<file path="src/rtl/div_arbiter.sv">
// Arbitrates two request channels onto one shared combinational divider; round-robin on ties.
// Latency: done pulses in the cycle after edge E+SETTLE+1, where E is the grant edge.
// Backpressure: requests are held high until done and are sampled only in IDLE.
// Build option: DIV_ARBITER_ZERO_BYPASS_EN skips the divider for a zero divisor.
module div_arbiter #(
  parameter int M      = 9,
  parameter int N      = 4,
  parameter int SETTLE = 1
) (
  input  logic         clk,
  input  logic         rst,
  input  logic         req0,
  input  logic [M:0]   did0,
  input  logic [N:0]   div0,
  input  logic         req1,
  input  logic [M:0]   did1,
  input  logic [N:0]   div1,
  output logic         done0,
  output logic         done1,
  output logic [M:0]   res_quo,
  output logic [M:0]   res_rem,
  output logic         res_err,
  output logic         busy,
  output logic [M:0]   dv_did,
  output logic [N:0]   dv_div,
  input  logic [M:0]   dv_quo,
  input  logic [M:0]   dv_rem,
  input  logic         dv_err
);

  localparam logic [1:0] S_IDLE = 2'd0;
  localparam logic [1:0] S_WAIT = 2'd1;
  localparam logic [1:0] S_DONE = 2'd2;
  localparam logic [1:0] S_RSVD = 2'd3;

  // Final count value of the settle window (counter starts at 0 on grant).
  localparam logic [3:0] SETTLE_LAST = 4'(SETTLE - 1);

  logic [1:0] state;
  logic [3:0] cnt;
  logic       last;     // channel served most recently
  logic       gnt;      // channel owning the current operation
  logic       pick;     // channel that would be granted this cycle
  logic [M:0] pick_did;
  logic [N:0] pick_div;
  logic       bypass;

  // On a tie the channel not served last wins; a lone requester always wins.
  always_comb begin
    pick     = (req0 && req1) ? ~last : req1;
    pick_did = pick ? did1 : did0;
    pick_div = pick ? div1 : div0;
  end

`ifdef DIV_ARBITER_ZERO_BYPASS_EN
  assign bypass = (pick_div == '0);
`else
  assign bypass = 1'b0;
`endif

  assign busy = (state != S_IDLE);

  // Arbitration FSM, settle counter, divider operand and result registers.
  always_ff @(posedge clk) begin
    if (rst) begin
      state   <= S_IDLE;
      cnt     <= '0;
      last    <= 1'b1;
      gnt     <= 1'b0;
      done0   <= 1'b0;
      done1   <= 1'b0;
      res_quo <= '0;
      res_rem <= '0;
      res_err <= 1'b0;
      dv_did  <= '0;
      dv_div  <= '0;
    end else begin
      done0 <= 1'b0;
      done1 <= 1'b0;
      case (state)
        S_IDLE: begin
          if (req0 || req1) begin
            gnt  <= pick;
            last <= pick;
            cnt  <= '0;
            if (bypass) begin
              // Zero divisor answered locally; divider operands keep their old value.
              res_quo <= '0;
              res_rem <= '0;
              res_err <= 1'b1;
              state   <= S_DONE;
            end else begin
              dv_did <= pick_did;
              dv_div <= pick_div;
              state  <= S_WAIT;
            end
          end
        end
        S_WAIT: begin
          if (cnt == SETTLE_LAST) begin
            res_quo <= dv_quo;
            res_rem <= dv_rem;
            res_err <= dv_err;
            state   <= S_DONE;
          end else begin
            cnt <= cnt + 4'd1;
          end
        end
        S_DONE: begin
          done0 <= ~gnt;
          done1 <= gnt;
          state <= S_IDLE;
        end
        S_RSVD:  state <= S_IDLE;
        default: state <= S_IDLE;
      endcase
    end
  end

endmodule

</file>
<file path="config.mk">
export PLATFORM = sky130hd
export DESIGN_NAME = div_arbiter
export DESIGN_NICKNAME = d
export VERILOG_FILES = /design/src/rtl/div_arbiter.sv
export SDC_FILE = /design/constraint.sdc
export NUM_CORES = 1
export LEC_CHECK = 0
export ABC_AREA = 1
export BUFFER_PORTS_ARGS = -buffer_cell sky130_fd_sc_hd__buf_2
export CELL_PAD_IN_SITES_DETAIL_PLACEMENT = 0
export CELL_PAD_IN_SITES_GLOBAL_PLACEMENT = 1
export CORE_ASPECT_RATIO = 1.4
export CORE_MARGIN = 4
export CORE_UTILIZATION = 28
export CTS_CLUSTER_DIAMETER = 120
export DETAILED_ROUTE_END_ITERATION = 12
export PLACE_DENSITY = 0.74
export SYNTH_ARGS = -nofsm -noshare
export SYNTH_HDL_FRONTEND = slang
export SYNTH_SLANG_ARGS = --single-unit
</file>
<file path="constraint.sdc">
create_clock -name clk -period 1.1 [get_ports clk]
set_input_delay 0.22 -clock clk [delete_from_list [all_inputs] [get_ports clk]]
set_output_delay 0.22 -clock clk [all_outputs]
set_load 0.02 [all_outputs]
</file>
# After elaboration in Yosys (flattened, before gate mapping)
# Index checks and enable logic that the tools add are counted.
# totals
in_bits	55
elab_cells	42
output_inout_bits	39
mem_bits_ro	0
ramBits	0
latchBits	0
n_memories	0
reg_bits	46
# classes
n_mul	0
order_cmp	0
div_mod_pow	0
addsub	1
bitwise	3
n_mux	9
eq_ne	6
n_reduce_logical	12
shifts	0
# ops
operator	count
$mux 10	1
$mux 4	2
$pmux 4 s2	1
$ne 2x2->1 const B	3
$pmux 2 s3	1
$reduce_and 2->1	3
$mux 5	1
$add 4x1->4 const B	1
$eq 2x2->1 const B	2
$logic_not 4->1	1
$mux 2	2
$reduce_bool 2->1	2
$reduce_or 2->1	2
$not 1->1	3
$reduce_and 3->1	1
$eq 2x1->1 const B	1
$logic_not 2->1	1
$logic_and 1x1->1	1
$logic_or 1x1->1	1
$mux 1	1

# Depth between registers and ports, before layout
# Gate-level depths: netlist (run 1).
# depth
word_depth	3
ltp_mapped	8
depth_no_buf	7

# Worst setup path before layout (run 1)
# OpenSTA, ideal clock, no wires.
# synth_path
path_type	register to register
from	reg cnt[0]
to	reg res_err
stages_incl_launch_ff	8
t_arrival_ns	1.030
slack_ns	-0.046
n_path_buf	1
setup_ns	0.116
period_less_slack_ns	1.146
path_cell_list	dfxtp_1 -> inv_1 -> ha_1 -> nand3_2 -> inv_2 -> buf_6 -> nor2_1 -> nor2_1
# synth_between
elab_chain_cells	2
# synth_rtl
element	line_no	source
start, declared	40	logic [3:0] cnt;
start signal, assigned	106	cnt <= cnt + 4'd1;
$logic_not 4->1	100	if (cnt == SETTLE_LAST) begin
$reduce_and 2->1 (no source line)	-	
end signal, assigned	103	res_err <= dv_err;
end, declared	22	output logic res_err,
# No other way between the ends.
# A chain may end at the register's enable or synchronous reset.

# Final worst setup path (run 1)
# layout_path
from	reg state[0]
to	reg dv_did[7]
# layout_between
elab_chain_cells	2
# layout_rtl
element	line_no	source
start, declared	39	logic [1:0] state;
start signal, assigned	66	state <= S_IDLE;
start signal, assigned	91	state <= S_DONE;
start signal, assigned	95	state <= S_WAIT;
$logic_not 2->1	80	case (state)
$reduce_and 2->1 (no source line)	-	
end signal, assigned	93	dv_did <= pick_did;
end, declared	24	output logic [M:0] dv_did,
# No other way between the ends.

==> results.py, run 1 <==
metrics = {
    "global_routing": {
        "antenna_found_initial": 0,
        "track_usage_pct": 13.5,
        "grt_overflow": 0,
        "top_usage_layer": "met2",
        "grt_max_degree": 25,
        "gr-usage-met1_pct": 14.7,
        "met2_usage_pct": 25.0,
        "grt_pass1_vias": 1967,
        "grt_pass1_wl_um": 8850,
        "gr-usage-met3_pct": 3.53,
    },
    "placement": {
        "dp.cells": 429,
        "gp_congestion": 0.793,
        "portBuffers": 93,
        "dpl_cell_area_um2": 2590,
        "dp_hpwl_um": 3800,
    },
    "status": {
        "failed_checks": "negative setup slack",
        "outcome": "complete, but fails checks",
    },
    "setup_path": {
        "worstPathRequired_ps": 1290,
        "arrival_ps": 1510,
        "cp.buffers_inverters": 4,
        "path_cells": "nor2_4 -> inv_2 -> buf_6 -> nor2_4 -> buf_12 -> clkbuf_16 -> nand2_2 -> a21oi_2 -> nor2_1",
        "slowest_delay_ps": 360,
        "crit_family": "buffers and inverters",
        "start_kind": "flip-flop",
        "cpMostUsedCell": "nor2_4",
        "path_max_fanout": 6,
        "slowest_stage": "dfxtp_4",
        "path_class": "reg -> reg",
        "end_kind": "flip-flop",
    },
    "routing": {
        "firstDrtPassIters": 4,
        "drc": 0,
        "routedWlPerCell_um": 13.1,
        "vias": 2050,
        "routed_wl_um": 5970,
        "antenna_left": 0,
        "initialDrtViolationCount": 65,
        "vias_per_cell": 4.52,
    },
    "power": {
        "powerDensity_nw_per_um2": 1390,
        "power.internal_uw": 3170,
        "p_leak_uw": 0.00157,
        "finalPower_uw": 4630,
        "switching_share_pct": 31.6,
        "p_comb_share_pct": 32.3,
        "power.share.clock_pct": 26.0,
        "seq_power_share_pct": 41.7,
        "ir_worst_vdd_mv": 0.618,
        "power_switching_uw": 1460,
    },
    "cells_and_area": {
        "finalNetCount": 436,
        "final_util_pct": 50.6,
        "drive_gt1_share_pct": 61.1,
        "n_antenna_cell": 0,
        "final_cells": 454,
        "syn_to_final_growth_pct": 76.5,
        "final_area_um2": 3330,
    },
    "logic_synthesis": {
        "synth_area_leaders": "dfxtp_1 (49%), nor2_1 (13%), nand2_1 (8.8%), o21ai_0 (8.8%), a21oi_1 (4.5%)",
        "synthArstFlopShare_pct": 0,
        "netlist_area_um2": 1880,
        "synth_common_cells": "nor2_1 (63), dfxtp_1 (46), nand2_1 (44)",
        "netlist.top_cell.by_area": "dfxtp_1",
        "synth_edf_count": 0,
        "synth_top_area_share_pct": 48.9,
        "ys_types": 20,
        "synthFlopType": "dfxtp_1",
        "ys.warnings.count": 0,
        "syn_area_per_cell_um2": 7.45,
        "ys_seq_area_share_pct": 48.9,
        "postSynthCellCount": 253,
        "synth_seq_cells": 46,
        "synth_nets": 310,
        "synth.most_common_cell": "nor2_1",
    },
    "timing": {
        "rsz0062_at_grt": "yes",
        "fmax_mhz": 762,
        "hold_slack_ps": 135,
        "worstMarginPinSlew_ps": 401,
        "hold_viol_final": 0,
        "period_share_pct": 119,
        "fin_ws_ps": -213,
        "drv_slew": 0,
        "finalSetupViolations": 43,
        "max-slew-margin-rel_pct": 73.3,
        "skew_ps": 5.75,
        "fin_crit_ps": 1310,
    },
    "cts": {
        "cts_tree": "done",
        "clkTransAtPathRegs_ps": 90,
        "clk_path_buf_depth": 2,
        "numCtsBuffers": 5,
        "htree_levels": 2,
        "clockRootBuffer": "clkbuf_8",
        "insertion_delay_ps": 300,
        "hold_buffers": 0,
        "cts_sinks": 46,
    },
    "floorplan": {
        "die_w_um": 77.3,
        "core-area_um2": 6570,
        "num_rows": 35,
        "die_h_um": 105,
        "io_pins": 94,
        "die_area_um2": 8120,
        "start_util_pct": 28.7,
    },
    "min_path": {
        "hold_path_class": "in -> reg",
    },
    "flow_run": {
        "max_cap_viol_count": 0,
    },
}
==> layer usage <==
metal | vias to the layer above | wire length [um]
met2 | 63 | 3260
met5 | - | 0
met3 | 6 | 305
li1 | 1066 | -
met1 | 915 | 2340
met4 | 0 | 64
==> cell usage in the layout, fill, tap and decap left out, types with 3 or more instances in the layout <==
cell and count:
a21oi_1 5, a21oi_2 15, buf_12 6, buf_2 90
buf_4 17, buf_6 14, clkbuf_16 3, clkbuf_8 8
dfxtp_1 37, dfxtp_2 8, inv_1 8, nand2_1 30
nand2_2 7, nand2_4 8, nand3_1 4, nand4_1 3
nor2_1 40, nor2_2 17, nor2_4 8, o21ai_0 12
o21ai_1 8, o21ai_2 18
==> logic make-up (layout without fill, tap and decap cells) <==
kind of cell	Yosys count	count (layout)	share of synthesized area [%]
flip-flops	46	46	48.9
AO/OA/AOI/OAI	58	58	16.0
buffers and inverters	26	153	7.77
AND/OR/NAND/NOR	121	121	26.0
adder cells (fa/ha/maj)	2	2	1.33
==> registers in the layout, indices dropped and copies added, names as in the netlist <==
signal   cells
state        2
last         1
res_err      1
done0        1
res_quo     10
cnt          4
done1        1
dv_div       5
gnt          1
res_rem     10
dv_did      10
==> worst register-to-register path, delay by kind of cell, from the launching register on <==
family	cells	cell delay [ps]
buffers and inverters	4	460
DFF	1	360
and+or+nand+nor	4	300
AOI/OAI and AO/OA	1	90
==> repair_timing <==
item                       4_1_cts  5_1_grt
gates cloned                     5        4
setup endpoints to repair       41       45
setup buffers                    8        2
gates resized for setup         57       83
pin swaps                       18       22
==> area by class of cell <==
| class | instances | area (um^2) |
|---|---|---|
| Tap cell | 74 | 92.6 |
| Fill cell | 653 | 3240 |
| Multi-Input combinational cell | 181 | 1140 |
| Inverter | 13 | 61.3 |
| Timing Repair Buffer | 132 | 986 |
| Sequential cell | 46 | 935 |
| Clock buffer | 8 | 110 |
==> path summary, 6_finish.rpt <==
kind	slack, ps	start	cells past startpoint	end
worst min register to register	470	res_rem[7]	2	res_rem[7]
worst max-delay path	-210	state[0]	9	dv_did[7]
worst max register to register	-210	state[0]	9	dv_did[7]
worst min-delay path	130	div1[2]	3	dv_div[2]
==> per-stage QoR <==
step	TNS (ps)	setup WS (ps)
after floorplan	-71.6	-4.06
after global placement	-952	-86.4
after detailed placement	-2070	-106
after CTS	-5790	-174
after global routing	-9250	-271
final	-6360	-213
==> power by group through the flow <==
stage / clock network, uW / registers, uW / logic, uW
after floorplan: 0 / 2130 / 452
after global placement: 0 / 1940 / 1020
after detailed placement: 0 / 1950 / 1030
after CTS: 1260 / 1910 / 1230
after global routing: 1330 / 1950 / 1620
final: 1200 / 1930 / 1500
Power figures use the tool's default switching activity.
==> run 2: changes to the inputs <==
--- a/config.mk
+++ b/config.mk
@@ -9,11 +9,12 @@
 export BUFFER_PORTS_ARGS = -buffer_cell sky130_fd_sc_hd__buf_2
 export CELL_PAD_IN_SITES_DETAIL_PLACEMENT = 0
 export CELL_PAD_IN_SITES_GLOBAL_PLACEMENT = 1
-export CORE_ASPECT_RATIO = 1.4
+export CORE_ASPECT_RATIO = 1.75
 export CORE_MARGIN = 4
 export CORE_UTILIZATION = 28
 export CTS_CLUSTER_DIAMETER = 120
 export DETAILED_ROUTE_END_ITERATION = 12
+export GPL_ROUTABILITY_DRIVEN = 0
 export PLACE_DENSITY = 0.74
 export SYNTH_ARGS = -nofsm -noshare
 export SYNTH_HDL_FRONTEND = slang
==> run 2 against run 1 <==
Net effect:
- the run still ends with negative setup slack left
- first-iteration DRC count is 4.6% higher
- clock skew is 3.5 ps higher
- cell area down 2.0%
- largest cell class unchanged
==> results.py, run 2 (synthesis results as in run 1) <==
metrics = {
    "global_routing": {
        "grt_max_degree": 34,
        "antenna_found_initial": 0,
        "track_usage_pct": 13.5,
        "grt_overflow": 0,
        "grt_pass1_vias": 1943,
        "grt_pass1_wl_um": 8800,
    },
    "routing": {
        "vias": 2069,
        "vias_per_cell": 4.49,
        "drc": 0,
        "routed_wl_um": 5880,
        "antenna_left": 0,
        "firstDrtPassIters": 4,
        "routedWlPerCell_um": 12.8,
        "initialDrtViolationCount": 68,
    },
    "timing": {
        "drv_slew": 0,
        "fin_setup_tns_ps": -6810,
        "rsz0062_at_grt": "yes",
        "fin_ws_ps": -253,
        "skew_ps": 9.22,
        "hold_slack_ps": 152,
        "fmax_mhz": 739,
        "finalSetupViolations": 41,
        "fin_crit_ps": 1350,
        "hold_viol_final": 0,
        "max-slew-margin-rel_pct": 84.0,
        "period_share_pct": 123,
        "worstMarginPinSlew_ps": 239,
    },
    "placement": {
        "portBuffers": 93,
        "dpl_cell_area_um2": 2620,
        "dp_hpwl_um": 3940,
    },
    "setup_path": {
        "start_kind": "flip-flop",
        "arrival_ps": 1540,
        "slowest_stage": "dfxtp_2",
        "path_class": "reg -> reg",
        "end_kind": "flip-flop",
        "cpMostUsedCell": "nor2_4",
        "slowest_delay_ps": 340,
        "cp.buffers_inverters": 3,
        "worstPathRequired_ps": 1280,
        "path_cells": "nor2_4 -> inv_2 -> buf_6 -> nor2_4 -> clkbuf_16 -> nand2_1 -> a21oi_2 -> nor2_1",
        "path_max_fanout": 5,
        "crit_family": "simple AND/OR/NAND/NOR gates",
    },
    "floorplan": {
        "num_rows": 39,
        "core-area_um2": 6540,
        "die_w_um": 70.0,
        "start_util_pct": 28.8,
        "die_h_um": 117,
        "io_pins": 94,
        "die_area_um2": 8160,
    },
    "cells_and_area": {
        "finalNetCount": 435,
        "final_util_pct": 49.8,
        "final_cell_mix": "buf_2 (92), nor2_1 (53), dfxtp_1 (42)",
        "drive_gt1_share_pct": 58.0,
        "final_common_cell": "buf_2",
        "final_area_um2": 3260,
        "nFillCells": 681,
        "n_antenna_cell": 0,
        "largestRegisters": "dv_did (10), res_quo (10), res_rem (10)",
        "syn_to_final_growth_pct": 73.0,
    },
    "power": {
        "p_leak_uw": 0.00156,
        "finalPower_uw": 4850,
        "ir_worst_vdd_mv": 0.739,
        "powerDensity_nw_per_um2": 1490,
    },
    "min_path": {
        "hold_path_class": "in -> reg",
    },
    "cts": {
        "cts_sinks": 46,
        "hold_buffers": 0,
        "insertion_delay_ps": 280,
        "clkTransAtPathRegs_ps": 60,
        "numCtsBuffers": 5,
        "clockRootBuffer": "clkbuf_16",
        "clk_path_buf_depth": 2,
        "cts_tree": "done",
        "htree_levels": 2,
    },
    "flow_run": {
        "max_cap_viol_count": 0,
    },
    "status": {
        "failed_checks": "negative setup slack",
        "outcome": "complete, but fails checks",
    },
}
## run 2: cell types whose count changed in the layout (fill, tap and decap cells not counted), sizes merged
| cell | delta |
|---|---|
| clkbuf | -2 |
| inv | +1 |
## run 2: final timing paths
kind | start | end | slack, ps | cells after the start
worst max-delay path | state[1] | dv_did[4] | -250 | 8
worst min-delay path | did1[1] | dv_did[1] | 150 | 3
worst max register to register | state[1] | dv_did[4] | -250 | 8
worst min register to register | gnt | done1 | 470 | 2
## run 2: metal layers
layer	track usage, %	wire length (um)
met1	13.7	2090
met2	26.2	3370
met3	3.27	326
met4	5.37	90
met5	0	0
## run 2: worst register-to-register path, cell delays in order, from the launching register on
cell and delay [ps]:
dfxtp_2 340, nor2_4 140, inv_2 60, buf_6 120, nor2_4 200, clkbuf_16 200, nand2_1 60, a21oi_2 90
nor2_1 40
## run 2: metrics by stage
stage,setup WS [ps],instances
detailed placement,-93.6,439
global placement,-52.6,439
CTS,-200,458
global route,-312,461
floorplan,-4.06,253
finish,-253,461
## run 2: power by group
| part | switching, uW | total [uW] | leakage [uW] | internal [uW] |
|---|---|---|---|---|
| sequential | 87.8 | 1920 | 0.000381 | 1830 |
| combinational | 762 | 1400 | 0.00110 | 637 |
| clock | 617 | 1530 | 0.0000745 | 913 |
| total | 1470 | 4850 | 0.00156 | 3380 |
## run 2: final cells by class
type | count | area (um^2) | area share, %
Tap cell | 82 | 103 | 3.15
Timing Repair Buffer | 131 | 925 | 28.4
Inverter | 13 | 61.3 | 1.88
Sequential cell | 46 | 928 | 28.5
Clock inverter | 1 | 8.76 | 0.269
Clock buffer | 7 | 143 | 4.38
Multi-Input combinational cell | 181 | 1090 | 33.5
## run 2: timing repair
action | CTS | global route
hold endpoints to repair | 0 | 0
gates cloned | 3 | 2
pin swaps | 5 | 26
setup endpoints to repair | 42 | 43
setup buffers | 8 | 2
gates resized for setup | 70 | 48
==> run 3: changes to the inputs <==
--- a/config.mk
+++ b/config.mk
@@ -19,3 +19,4 @@
 export SYNTH_ARGS = -nofsm -noshare
 export SYNTH_HDL_FRONTEND = slang
 export SYNTH_SLANG_ARGS = --single-unit
+export TNS_END_PERCENT = 20
==> run 3 against run 2 <==
Net effect:
- the flow still finishes with violations (negative setup slack)
- total power fell by 2.8%
- cell area down 6.0%
- critical path depth did not move
- critical path type unchanged
==> results.py, run 3 (synthesis results as in run 1) <==
metrics = {
    "status": {
        "outcome": "complete, but fails checks",
        "failed_checks": "negative setup slack",
    },
    "cts": {
        "cts_sinks": 46,
        "htree_levels": 2,
        "numCtsBuffers": 5,
        "hold_buffers": 0,
        "cts_tree": "done",
        "clockRootBuffer": "clkbuf_16",
        "clkTransAtPathRegs_ps": 60,
        "clk_path_buf_depth": 2,
        "insertion_delay_ps": 280,
    },
    "timing": {
        "finalSetupViolations": 43,
        "fin_crit_ps": 1340,
        "period_share_pct": 122,
        "fin_ws_ps": -244,
        "fin_setup_tns_ps": -6460,
        "worstMarginPinSlew_ps": 239,
        "hold_viol_final": 0,
        "hold_slack_ps": 151,
        "drv_slew": 0,
        "skew_ps": 9.17,
        "fmax_mhz": 744,
        "max-slew-margin-rel_pct": 84.0,
        "rsz0062_at_grt": "yes",
    },
    "cells_and_area": {
        "regArea_um2": 928,
        "nFillCells": 709,
        "final_common_cell": "buf_2",
        "n_antenna_cell": 0,
        "finalNetCount": 433,
        "final_cell_mix": "buf_2 (92), nor2_1 (61), dfxtp_1 (42)",
        "syn_to_final_growth_pct": 62.6,
        "drive_gt1_share_pct": 48.3,
        "largestRegisters": "dv_did (10), res_quo (10), res_rem (10)",
        "multi_input_area_um2": 947,
        "final_util_pct": 46.9,
    },
    "setup_path": {
        "path_cells": "nor2_4 -> inv_2 -> buf_6 -> nor2_4 -> clkbuf_16 -> nand2_1 -> a21oi_2 -> nor2_1",
        "crit_family": "simple AND/OR/NAND/NOR gates",
        "arrival_ps": 1530,
        "cp.buffers_inverters": 3,
        "path_max_fanout": 5,
        "cpMostUsedCell": "nor2_4",
        "start_kind": "flip-flop",
        "slowest_delay_ps": 340,
        "worstPathRequired_ps": 1280,
        "path_class": "reg -> reg",
        "end_kind": "flip-flop",
        "slowest_stage": "dfxtp_2",
    },
    "global_routing": {
        "grt_pass1_wl_um": 8600,
        "gr-usage-met1_pct": 13.2,
        "met2_usage_pct": 25.6,
        "top_usage_layer": "met2",
        "antenna_found_initial": 0,
        "grt_pass1_vias": 1924,
        "gr-usage-met3_pct": 3.27,
        "grt_overflow": 0,
        "track_usage_pct": 13.2,
        "grt_max_degree": 34,
    },
    "floorplan": {
        "core-area_um2": 6540,
        "start_util_pct": 28.8,
        "num_rows": 39,
        "die_w_um": 70.0,
        "io_pins": 94,
        "die_h_um": 117,
        "die_area_um2": 8160,
    },
    "flow_run": {
        "max_cap_viol_count": 0,
    },
    "routing": {
        "antenna_left": 0,
        "drc": 0,
        "vias_per_cell": 4.44,
        "routedWlPerCell_um": 12.1,
        "initialDrtViolationCount": 64,
        "firstDrtPassIters": 4,
        "routed_wl_um": 5560,
        "vias": 2037,
    },
    "power": {
        "p_leak_uw": 0.00149,
        "finalPower_uw": 4710,
        "powerDensity_nw_per_um2": 1540,
        "ir_worst_vdd_mv": 0.722,
    },
    "min_path": {
        "hold_path_class": "in -> reg",
    },
    "placement": {
        "portBuffers": 93,
        "place_ws_ps": -93.6,
        "dp_hpwl_um": 3940,
    },
}
[run 3: timing repair]
action	CTS	global route
setup endpoints to repair	42	43
gates cloned	2	2
hold endpoints to repair	0	0
pin swaps	4	7
setup buffers	6	2
resized for setup	40	22
[run 3: worst paths after layout]
check        startpoint         to  slack (ps)  cells after the start
max reg2reg    state[1]  dv_did[4]        -240                      8
min reg2reg         gnt      done1         470                      2
max            state[1]  dv_did[4]        -240                      8
min             did1[1]  dv_did[1]         150                      3
[run 3: worst min-delay path, cell delays in order]
cell and delay, ps:
buf_2 80, a21oi_2 40, nor2_1 60
[run 3: per-stage QoR]
step	area, um^2	instances
after global placement	2620	439
after CTS	2930	455
after floorplan	1920	253
after global routing	3060	459
after detailed placement	2620	439
final	3060	459
[run 3: metal layers]
layer  vias to the layer above  wire [um]  part of all wire [%]
li1                       1061          -                     -
met1                       909       2000                    36
met2                        60       3140                    56
met3                         7        332                   6.0
met4                         0         90                   1.6
met5                         -          0                     0
[run 3: area by class of cell]
type / count / area share, %
flip-flops and latches: 46 / 30.3
well taps: 82 / 3.35
clock inverters: 1 / 0.286
multi-input cells: 181 / 30.9
clock buffers: 7 / 4.65
inverters: 13 / 1.84
repair buffers: 129 / 28.7
[run 3: where the power goes]
part | leakage, uW | switching [uW] | total (uW) | internal, uW
Clock | 0.0000745 | 612 | 1520 | 913
Sequential | 0.000381 | 79.8 | 1910 | 1830
Combinational | 0.00103 | 695 | 1270 | 579
Total | 0.00149 | 1390 | 4710 | 3320
